$ cat src/rtl/control_pkg.sv
// Shared types for the VeriRISC sequencing controller: opcode and phase encodings.
package control_pkg;

    typedef enum logic [2:0] {
        HLT = 3'd0,
        SKZ = 3'd1,
        ADD = 3'd2,
        AND = 3'd3,
        XOR = 3'd4,
        LDA = 3'd5,
        STO = 3'd6,
        JMP = 3'd7
    } opcode_t;

    typedef enum logic [2:0] {
        INST_ADDR  = 3'd0,
        INST_FETCH = 3'd1,
        INST_LOAD  = 3'd2,
        IDLE       = 3'd3,
        OP_ADDR    = 3'd4,
        OP_FETCH   = 3'd5,
        ALU_OP     = 3'd6,
        STORE      = 3'd7
    } states_t;

    // Opcodes whose execute phases read an operand from memory into the accumulator.
    function automatic logic is_aluop(opcode_t op);
        return (op == ADD) || (op == AND) || (op == XOR) || (op == LDA);
    endfunction

endpackage

$ cat src/rtl/control.sv
// VeriRISC sequencer: free-running eight-phase counter with a combinational strobe decoder.
//
// state      | meaning
// INST_ADDR  | instruction address on the bus, no strobes
// INST_FETCH | read instruction from memory
// INST_LOAD  | latch instruction into IR
// IDLE       | hold IR load while the bus settles
// OP_ADDR    | bump PC past the instruction, flag HLT
// OP_FETCH   | read operand for ALU-class opcodes
// ALU_OP     | load accumulator, SKZ skip, JMP target load
// STORE      | finish ALU load, STO write, JMP PC update
module control
    import control_pkg::*;
(
    input  logic    clk,
    input  logic    rst_,
    input  opcode_t opcode,
    input  logic    zero,
    output logic    mem_rd,
    output logic    load_ir,
    output logic    halt,
    output logic    inc_pc,
    output logic    load_ac,
    output logic    load_pc,
    output logic    mem_wr
);

    states_t lstate;
    logic    aluop;

    // Sequencing ignores opcode and zero; STORE wraps naturally to INST_ADDR.
    always_ff @(posedge clk or posedge rst_) begin
        if (rst_) begin
            lstate <= INST_ADDR;
        end else begin
            lstate <= states_t'(lstate + 3'd1);
        end
    end

    assign aluop = is_aluop(opcode);

    always_comb begin
        mem_rd  = 1'b0;
        load_ir = 1'b0;
        halt    = 1'b0;
        inc_pc  = 1'b0;
        load_ac = 1'b0;
        load_pc = 1'b0;
        mem_wr  = 1'b0;
        case (lstate)
            INST_ADDR: ;
            INST_FETCH: begin
                mem_rd = 1'b1;
            end
            INST_LOAD, IDLE: begin
                mem_rd  = 1'b1;
                load_ir = 1'b1;
            end
            OP_ADDR: begin
                inc_pc = 1'b1;
                halt   = (opcode == HLT);
            end
            OP_FETCH: begin
                mem_rd = aluop;
            end
            ALU_OP: begin
                mem_rd  = aluop;
                load_ac = aluop;
                inc_pc  = (opcode == SKZ) && zero;
                load_pc = (opcode == JMP);
            end
            STORE: begin
                mem_rd  = aluop;
                load_ac = aluop;
                inc_pc  = (opcode == JMP);
                load_pc = (opcode == JMP);
                mem_wr  = (opcode == STO);
            end
            default: ;
        endcase
    end

endmodule

$ cat config.mk
export PLATFORM = sky130hd
export DESIGN_NAME = control
export DESIGN_NICKNAME = d
export VERILOG_FILES = /design/src/rtl/control_pkg.sv /design/src/rtl/control.sv
export SDC_FILE = /design/constraint.sdc
export NUM_CORES = 1
export LEC_CHECK = 0
export CAP_MARGIN = 40
export CORE_AREA = 2 2 39 41
export DETAILED_ROUTE_END_ITERATION = 16
export DIE_AREA = 0 0 41 43
export DONT_BUFFER_PORTS = 1
export PLACE_DENSITY = 0.32
export SYNTH_ARGS = -nofsm -noshare
export SYNTH_HDL_FRONTEND = slang
export SYNTH_SLANG_ARGS = --single-unit
$ cat constraint.sdc
create_clock -name clk -period 2 [get_ports clk]
set_input_delay 0.4 -clock clk [delete_from_list [all_inputs] [get_ports clk]]
set_output_delay 0.4 -clock clk [all_outputs]
set_load 0.01 [all_outputs]
==> out/summary.md, run 1 <==
The flow ran to the end, and the final reports show no timing, DRC or antenna violations. In the final routed layout, each cell accounts on average for 9.77 um. Of the available clock period, the critical path in the final layout requires 94.2%. The share of the yosys chip area belonging to registers is 28.8%.

The maximum number of pins on one net before global-route repair is 7, and the number of inserted filler cells in the final layout is 166. For the clock insertion delay at the later pin of the skew report, the log shows 0.23 ns. The signal on the critical path passes through ha_1 > ha_1 > and3_2 > a31oi_1 > o21ai_1. The launching element type of the critical path is a flip-flop. The sum of net half-perimeters after detailed placement came out at 427 um. The buffers plus inverters on the worst setup path is 0. Power spread over the standard cell area amounts to 552 nW/um^2. Setup violations remaining at the end of the flow were counted as 0. The share of total power consumed by net switching works out to 20.3%.

Setup repair after global routing left no endpoint under its margin. Dominant cell type by count on the critical path: sky130_fd_sc_hd__ha_1. The tool flagged a number of max-cap violations equal to 0. In the global route stage, overall resource usage came out at 7.65%. The count of nets left with antenna violations once routing finished came out at 0. The signed area change from the synthesized netlist to the final layout is 21.6%. In the routed design, unresolved DRC markers number 0. The analysis attributes to net switching a power of 35.6 uW. In the layout the commonest cells are 6 x sky130_fd_sc_hd__inv_1, 6 x sky130_fd_sc_hd__ha_1, 4 x sky130_fd_sc_hd__nor2_1. The number of nets handed over by synthesis was 44. For the violation count after the first detailed-route iteration, the log shows 2. After synthesis, the netlist uses 14 different library cells. The run gives 225 as the via count of the first global-routing pass. The post-synthesis area per instance was 8.13 sq um. Length of the first detailed-routing pass in iterations: 2.

The standard cell with the maximum stage delay on the critical path was sky130_fd_sc_hd__dfrtp_1. The tools report the final routed wirelength across all metal layers as 518 um. Die span in x: 41 um. The region available for standard cell placement spans 1380 sq um.

Setup slack closes at 0.117 ns. Clock-pin slew was measured on the worst setup and hold paths at 0.04 ns. Of the total power, the clock network draws 61.1%. For the pin with the worst max-slew slack, the measured transition is 0.502 ns.

TritonCTS built the clock tree. Register with the most flip-flops: lstate. The largest single stage delay on the critical path is 0.40 ns.

Of all nets on the critical path, the largest fanout is 4. The power share of the combinational group is 4.0%, and the last weighted congestion value of the routability-driven placer is 0.645. The run gives 0 as the final count of pins violating max slew. For the post-place instance area, the log shows 280 sq um. The worst setup path is captured at a primary output. The count of standard-cell rows is 14, and the worst IR drop on VDD is 217 uV.

The final-layout setup total negative slack is 0 ns, and the share of post-route cells with drive strength above 1 is 10.8%. The yosys synthesis warning count is 0, and the total via count in the routed design is 223. Relative slew slack: 66.2%. The run gives 0 as the number of antenna violations at the first check in global routing. Measured along the y axis, the die boundary spans 43 um. The dominant delay contributor by cell family on the critical path is adder cells. The die covers 1760 sq um. The final layout contains 50 nets. The post-route standard cell area excluding fillers is 317 sq um. The synthesized netlist occupies a cell area of 260 sq um. STA puts the critical path data arrival time at 1.48 ns. The run gives 531 MHz as the highest clock rate.

Kind of critical path: flip-flop to primary output. The worst setup skew after layout was 0.00232 ns; the part of the total power dissipated in sequential elements was 34.9%. For this design the static power due to leakage is 0.159 nW. Synthesis produced a netlist whose cell count is 32. The number of antenna diodes in the final layout is 0. The worst path needs 1.88 ns of the cycle, external delays included. The root buffer selected by CTS was sky130_fd_sc_hd__clkbuf_4. The number of hold-slack violations in the final timing report is 0. Data on the critical path is required at its endpoint by 1.60 ns. The number of buffers on the longest clock path is 2.

The largest registers in the layout are lstate x3. The min-delay analysis places its worst path in the category primary input to async pin. Pin placement for this block handled 13 I/O pins. For the overflow left after global routing, the log shows 0. For the depth of the CTS H-tree, the log shows 1. The number of vias per cell came out at 4.21. For the worst setup timing slack at the placement stage, the log shows 0.333 ns. Synthesis inferred 3 register bits.

The internal power of the cells totals 139 uW. The first global-routing pass estimated 862 um of wire. Input and output buffers added on the ports amount to 0. Once the floorplan was initialized, standard cells occupied 18.8% of the core.

The run gives 3 as the total clock buffers created by CTS. The flip-flop count of the largest register, all copies and words added was 3. The sink count of the clock tree came out at 3.
## final timing paths
check                           cells after the start           startpoint  slack (ns)             endpoint
worst max register to register                      3  lstate[1]$_DFF_PP0_        0.96  lstate[2]$_DFF_PP0_
worst min register to register                      1  lstate[0]$_DFF_PP0_        0.50  lstate[0]$_DFF_PP0_
worst min-delay path                                2                 rst_        0.47  lstate[2]$_DFF_PP0_
max in group asynchronous                           2                 rst_        1.40  lstate[1]$_DFF_PP0_
min in group clk                                    1  lstate[0]$_DFF_PP0_        0.50  lstate[0]$_DFF_PP0_
worst max-delay path                                5  lstate[1]$_DFF_PP0_        0.12               inc_pc
## cell usage after synthesis (all sizes together)
master,instances,area [sq um]
inv,6,22.5
a31oi,1,6.26
nand3,1,5.00
a21o,1,7.51
ha,6,75.1
nor3,2,10.0
dfrtp,3,75.1
nor4,1,6.26
and3,1,7.51
nand2,3,11.3
o21ai,2,10.0
nor2,4,15.0
xnor2,1,8.76
## repair_timing
| action | 4_1_cts | 5_1_grt |
|---|---|---|
| hold buffers | 1 | 0 |
| endpoints found under the hold margin | 3 | 0 |
| resized for setup | 0 | 1 |
| setup endpoints to repair | 0 | 1 |
| setup buffers | 0 | 0 |
## per-stage QoR
stage               instances  power (mW)  hold WS, ns  util, %
finish                     53       0.175        0.469     22.9
global route               53       0.192        0.466     22.9
detailed placement         48      0.0676        0.168     20.3
floorplan                  32      0.0667        0.154        -
CTS                        53       0.184        0.461     22.9
global placement           48      0.0675        0.165     20.3
## power groups by stage
stage | clock network, mW | logic (mW) | registers, mW
after global placement | 0 | 0.00567 | 0.0618
final | 0.107 | 0.00706 | 0.0610
after CTS | 0.115 | 0.00737 | 0.0610
after floorplan | 0 | 0.00489 | 0.0618
after global routing | 0.123 | 0.00796 | 0.0609
after detailed placement | 0 | 0.00583 | 0.0618
## logic make-up (layout without fill, tap and decap cells)
kind of cell             after synthesis  count (layout)  share of synthesized area [%]
buffers and inverters                  6              11                           8.65
flip-flops                             3               3                           28.8
XOR/XNOR                               1               1                           3.37
AO/OA/AOI/OAI                          4               4                           9.13
AND/OR/NAND/NOR                       12              12                           21.2
adder cells (fa/ha/maj)                6               6                           28.8
## metal layers
layer	share of wire, %	up-vias	track usage, %	wire length (um)
met5	0	-	0	0
met3	7.1	0	4.71	37
met1	43	104	9.09	225
li1	-	114	-	-
met4	0	0	6.00	0
met2	49	5	9.38	255
## final cells by class
| type | count | area, sq um | share of cell area (%) |
|---|---|---|---|
| clock buffer | 4 | 26.3 | 8.30 |
| inverter | 6 | 22.5 | 7.11 |
| multi-input combinational | 23 | 163 | 51.4 |
| sequential | 3 | 75.1 | 23.7 |
| tap | 16 | 20.0 | 6.32 |
| timing repair buffer | 1 | 10.0 | 3.16 |
Power figures use the tool's default switching activity.
==> run 2, diff against run 1 <==
- ABC_AREA: unset -> 1
- PLACE_DENSITY: 0.32 -> 0.36
==> out/summary.md, run 2 <==
The run finished with clean final reports. The tools report the count of mapped cells out of synthesis as 41 (was 32). The net count of the mapped netlist was 53 (was 44); the biggest fanout along the worst timing path was 4 (unchanged).

Number of cells upsized or downsized after cts: 0 (unchanged). The number of maximum-capacitance violations is 0 (unchanged), and the number of vias per cell is 4.05 (was 4.21). The required arrival time at the worst endpoint is 1.60 ns (about the same). The number of flops mapped to enable cells by yosys is 0 (unchanged), and the fraction of post-synthesis cell area in the top cell type by area is 24.6% (was 28.8%). The via count of the first global-routing pass is 258 (was 225).

The sink count of the clock tree is 3 (unchanged). The standard cell with the maximum stage delay on the critical path is sky130_fd_sc_hd__dfrtp_1 (unchanged). The tools report the depth of the CTS H-tree as 1 (unchanged). The register with the most flip-flops was lstate (unchanged). The register-to-register setup slack is 0.96 ns (about the same), and the final critical delay including setup and external delays is 1.74 ns (was 1.88 ns). The worst IR drop on VDD is 230 uV (was 217 uV). Share of flip-flops with an asynchronous set or reset after synthesis: 100% (unchanged). For the worst setup skew after layout, the log shows 0.000937 ns (was 0.00232 ns). The most common cell in the synthesized netlist was sky130_fd_sc_hd__nand2_1. The clock transition time at the flip-flop clock pins of the worst setup and hold paths was 0.04 ns (about the same).

The die span in x came out at 41 um (unchanged). Leading post-synthesis cells by cell area: sky130_fd_sc_hd__dfrtp_1 25%, sky130_fd_sc_hd__ha_1 25%, sky130_fd_sc_hd__nand2_1 14% (was sky130_fd_sc_hd__dfrtp_1 29%, sky130_fd_sc_hd__ha_1 29%, sky130_fd_sc_hd__inv_1 8.7%). The most area-hungry cell type in the Yosys netlist is sky130_fd_sc_hd__dfrtp_1 (unchanged). The area of the placeable core was 1380 sq um (unchanged).

Most frequent cells in the layout: 11 x sky130_fd_sc_hd__nand2_1, 7 x sky130_fd_sc_hd__inv_1, 6 x sky130_fd_sc_hd__ha_1 (was 6 x sky130_fd_sc_hd__inv_1, 6 x sky130_fd_sc_hd__ha_1, 4 x sky130_fd_sc_hd__nor2_1). The flip-flop count of the largest register, all copies and words added is 3 (unchanged), and the unique cell type count in the Yosys netlist is 14 (unchanged). The logs give 0 (unchanged) for the number of antenna violations at the first check in global routing and 26.1% (was 22.9%) for the final design utilization. The tools report the leakage power as 0.204 nW (was 0.159 nW). Launching element type of the critical path: a flip-flop (unchanged). The tools report the highest clock rate as 575 MHz (was 531 MHz).

The run gives 0 (unchanged) as the post-CTS setup-driven buffer insertion count. The root buffer selected by CTS is sky130_fd_sc_hd__clkbuf_4 (unchanged). The routed length on met2 is 278 um (was 255 um), and the yosys synthesis warning count is 0 (unchanged). The average routed wire per standard cell works out to 8.56 um (was 9.77 um).

Registers with the most flip-flops: lstate x3 (unchanged). Kind of critical path: flip-flop to primary output (unchanged). The wire length the detailed router placed on met1 was 211 um (was 225 um); the total of flip-flops plus latches after synthesis was 3 (unchanged). The maximum number of pins on one net before global-route repair was 8 (was 7); the count of inserted antenna diode cells was 0 (unchanged).

The number of remaining DRC errors is 0 (unchanged), and the post-synthesis area per instance is 7.45 sq um (was 8.13 sq um). The signed area change from the synthesized netlist to the final layout was 18.4% (was 21.6%); the number of inserted filler cells in the final layout was 161 (was 166). TritonCTS built the clock tree. The violation count after the first detailed-route iteration was 3 (was 2); the final-layout setup total negative slack was 0 ns (unchanged).

Setup repair after global routing left no endpoint under its margin. The logs give 2 (unchanged) for the length of the first detailed-routing pass in iterations and 0 (unchanged) for the setup-violating endpoint count in the final report. Number of hold-repair buffers added at the cts stage: 1 (unchanged).

Chip height: 43 um (unchanged). The flip-flop cell with the highest count after synthesis is sky130_fd_sc_hd__dfrtp_1 (unchanged). The run gives 462 um (was 427 um) as the sum of net half-perimeters after detailed placement. The tools report the global-route wire length before repair as 897 um (was 862 um). Total of buffers placed on input and output ports: 0 (unchanged). The delay of the slowest cell on the worst path was 0.40 ns (about the same); the residual antenna-violating net count after detailed routing was 0 (unchanged). The count of standard-cell rows is 14 (unchanged). For the number of buffers on the longest clock path, the log shows 2 (unchanged).

The tools report the total track usage as 7.35% (was 7.65%). The routed wire length on met3 came out at 41 um (was 37 um). Post-synth top cells: 11 x sky130_fd_sc_hd__nand2_1, 7 x sky130_fd_sc_hd__inv_1, 6 x sky130_fd_sc_hd__ha_1 (was 6 x sky130_fd_sc_hd__ha_1, 6 x sky130_fd_sc_hd__inv_1, 4 x sky130_fd_sc_hd__nor2_1).

The transition time of the tightest slew-check pin works out to 0.375 ns (was 0.502 ns). Layout net count: 59 (was 50). The count of pins on the block boundary came out at 13 (unchanged). Leaving out fill and tap cells, the most frequent cell in the layout is sky130_fd_sc_hd__nand2_1.

The tools report the final routed wirelength across all metal layers as 531 um (was 518 um). The run gives 0 (unchanged) as the overflow left after global routing. The tools report the critical path capture point type as a primary output (unchanged). The area of the mapped netlist is 305 sq um (was 260 sq um), and the power density normalized to cell area is 478 nW/um^2 (was 552 nW/um^2). The share of the yosys chip area belonging to registers is 24.6% (was 28.8%). Critical path cell sequence: ha_1 > ha_1 > nand3b_1 > nand2_1 > nand2_1 (was ha_1 > ha_1 > and3_2 > a31oi_1 > o21ai_1). The tools report the clock insertion delay at the later pin of the skew report as 0.23 ns (about the same). The share of post-route cells with drive strength above 1 was 21.7% (was 10.8%). The total via count in the routed design was 251 (was 223). Die outline area: 1760 sq um (unchanged).

Worst min-delay path class: primary input to async pin (unchanged). The final count of pins violating max slew was 0 (unchanged); the initial cell density of the core was 22.1% (was 18.8%). The total clock buffers created by CTS came out at 3 (unchanged).

The logs give 0.656 (was 0.645) for the last weighted congestion value of the routability-driven placer and 74.8% (was 66.2%) for the relative slew slack. The top layer reached by signal wires was met3 (unchanged). The final clock period utilization by the worst path is 87.0% (was 94.2%). The logs give 0 (unchanged) for the number of hold-slack violations in the final timing report and 1.34 ns (was 1.48 ns) for the signal arrival time at the worst endpoint.
[run 2: power breakdown]
group	internal [mW]	switching, mW	leakage (nW)
clock	0.0747	0.0297	0.0150
sequential	0.0611	0	0.0379
combinational	0.00301	0.00440	0.151
total	0.139	0.0341	0.204
[run 2: layout make-up]
cell class / count / area [sq um] / area share [%]
Clock buffer: 4 / 26.3 / 7.27
Inverter: 8 / 30.0 / 8.30
Multi-Input combinational cell: 30 / 200 / 55.4
Timing Repair Buffer: 1 / 10.0 / 2.77
Tap cell: 16 / 20.0 / 5.54
Sequential cell: 3 / 75.1 / 20.8
[run 2: worst paths after layout]
kind	from	end	depth (start not counted)
worst max-delay path	lstate[1]$_DFF_PP0_	mem_rd	5
min in group clk	lstate[0]$_DFF_PP0_	lstate[0]$_DFF_PP0_	1
worst min-delay path	rst_	lstate[2]$_DFF_PP0_	2
max in group asynchronous	rst_	lstate[1]$_DFF_PP0_	2
worst min register to register	lstate[0]$_DFF_PP0_	lstate[0]$_DFF_PP0_	1
worst max register to register	lstate[1]$_DFF_PP0_	lstate[2]$_DFF_PP0_	3
[run 2: stage by stage]
step                      hold WS [ns]  cells  instance area, sq um  power, mW  setup WS [ns]
after global placement           0.161     57                   325     0.0677          0.476
after floorplan                  0.154     41                   305     0.0671          0.546
final                            0.474     62                   362      0.173          0.260
after detailed placement         0.163     57                   325     0.0678          0.482
after CTS                        0.464     62                   362      0.180          0.228
after global routing             0.481     62                   362      0.185          0.147
[run 2: cells by family after synthesis]
group,synth area share [%]
and+or+nand+nor,38.5
buffers and inverters,9.84
adders and majority gates,24.6
DFF,24.6
AOI/OAI and AO/OA,2.46
[run 2: per-layer routing]
layer | up-vias | global-route usage (%)
met5 | - | 0
li1 | 133 | -
met3 | 0 | 0
met1 | 112 | 9.09
met2 | 6 | 11.3
met4 | 0 | 6.00
[run 2: critical path: cells and delay by family, from the launching register on]
kind          cells  cell delay (ns)
simple gates      3             0.30
fa+ha+maj         2             0.40
flops             1             0.40
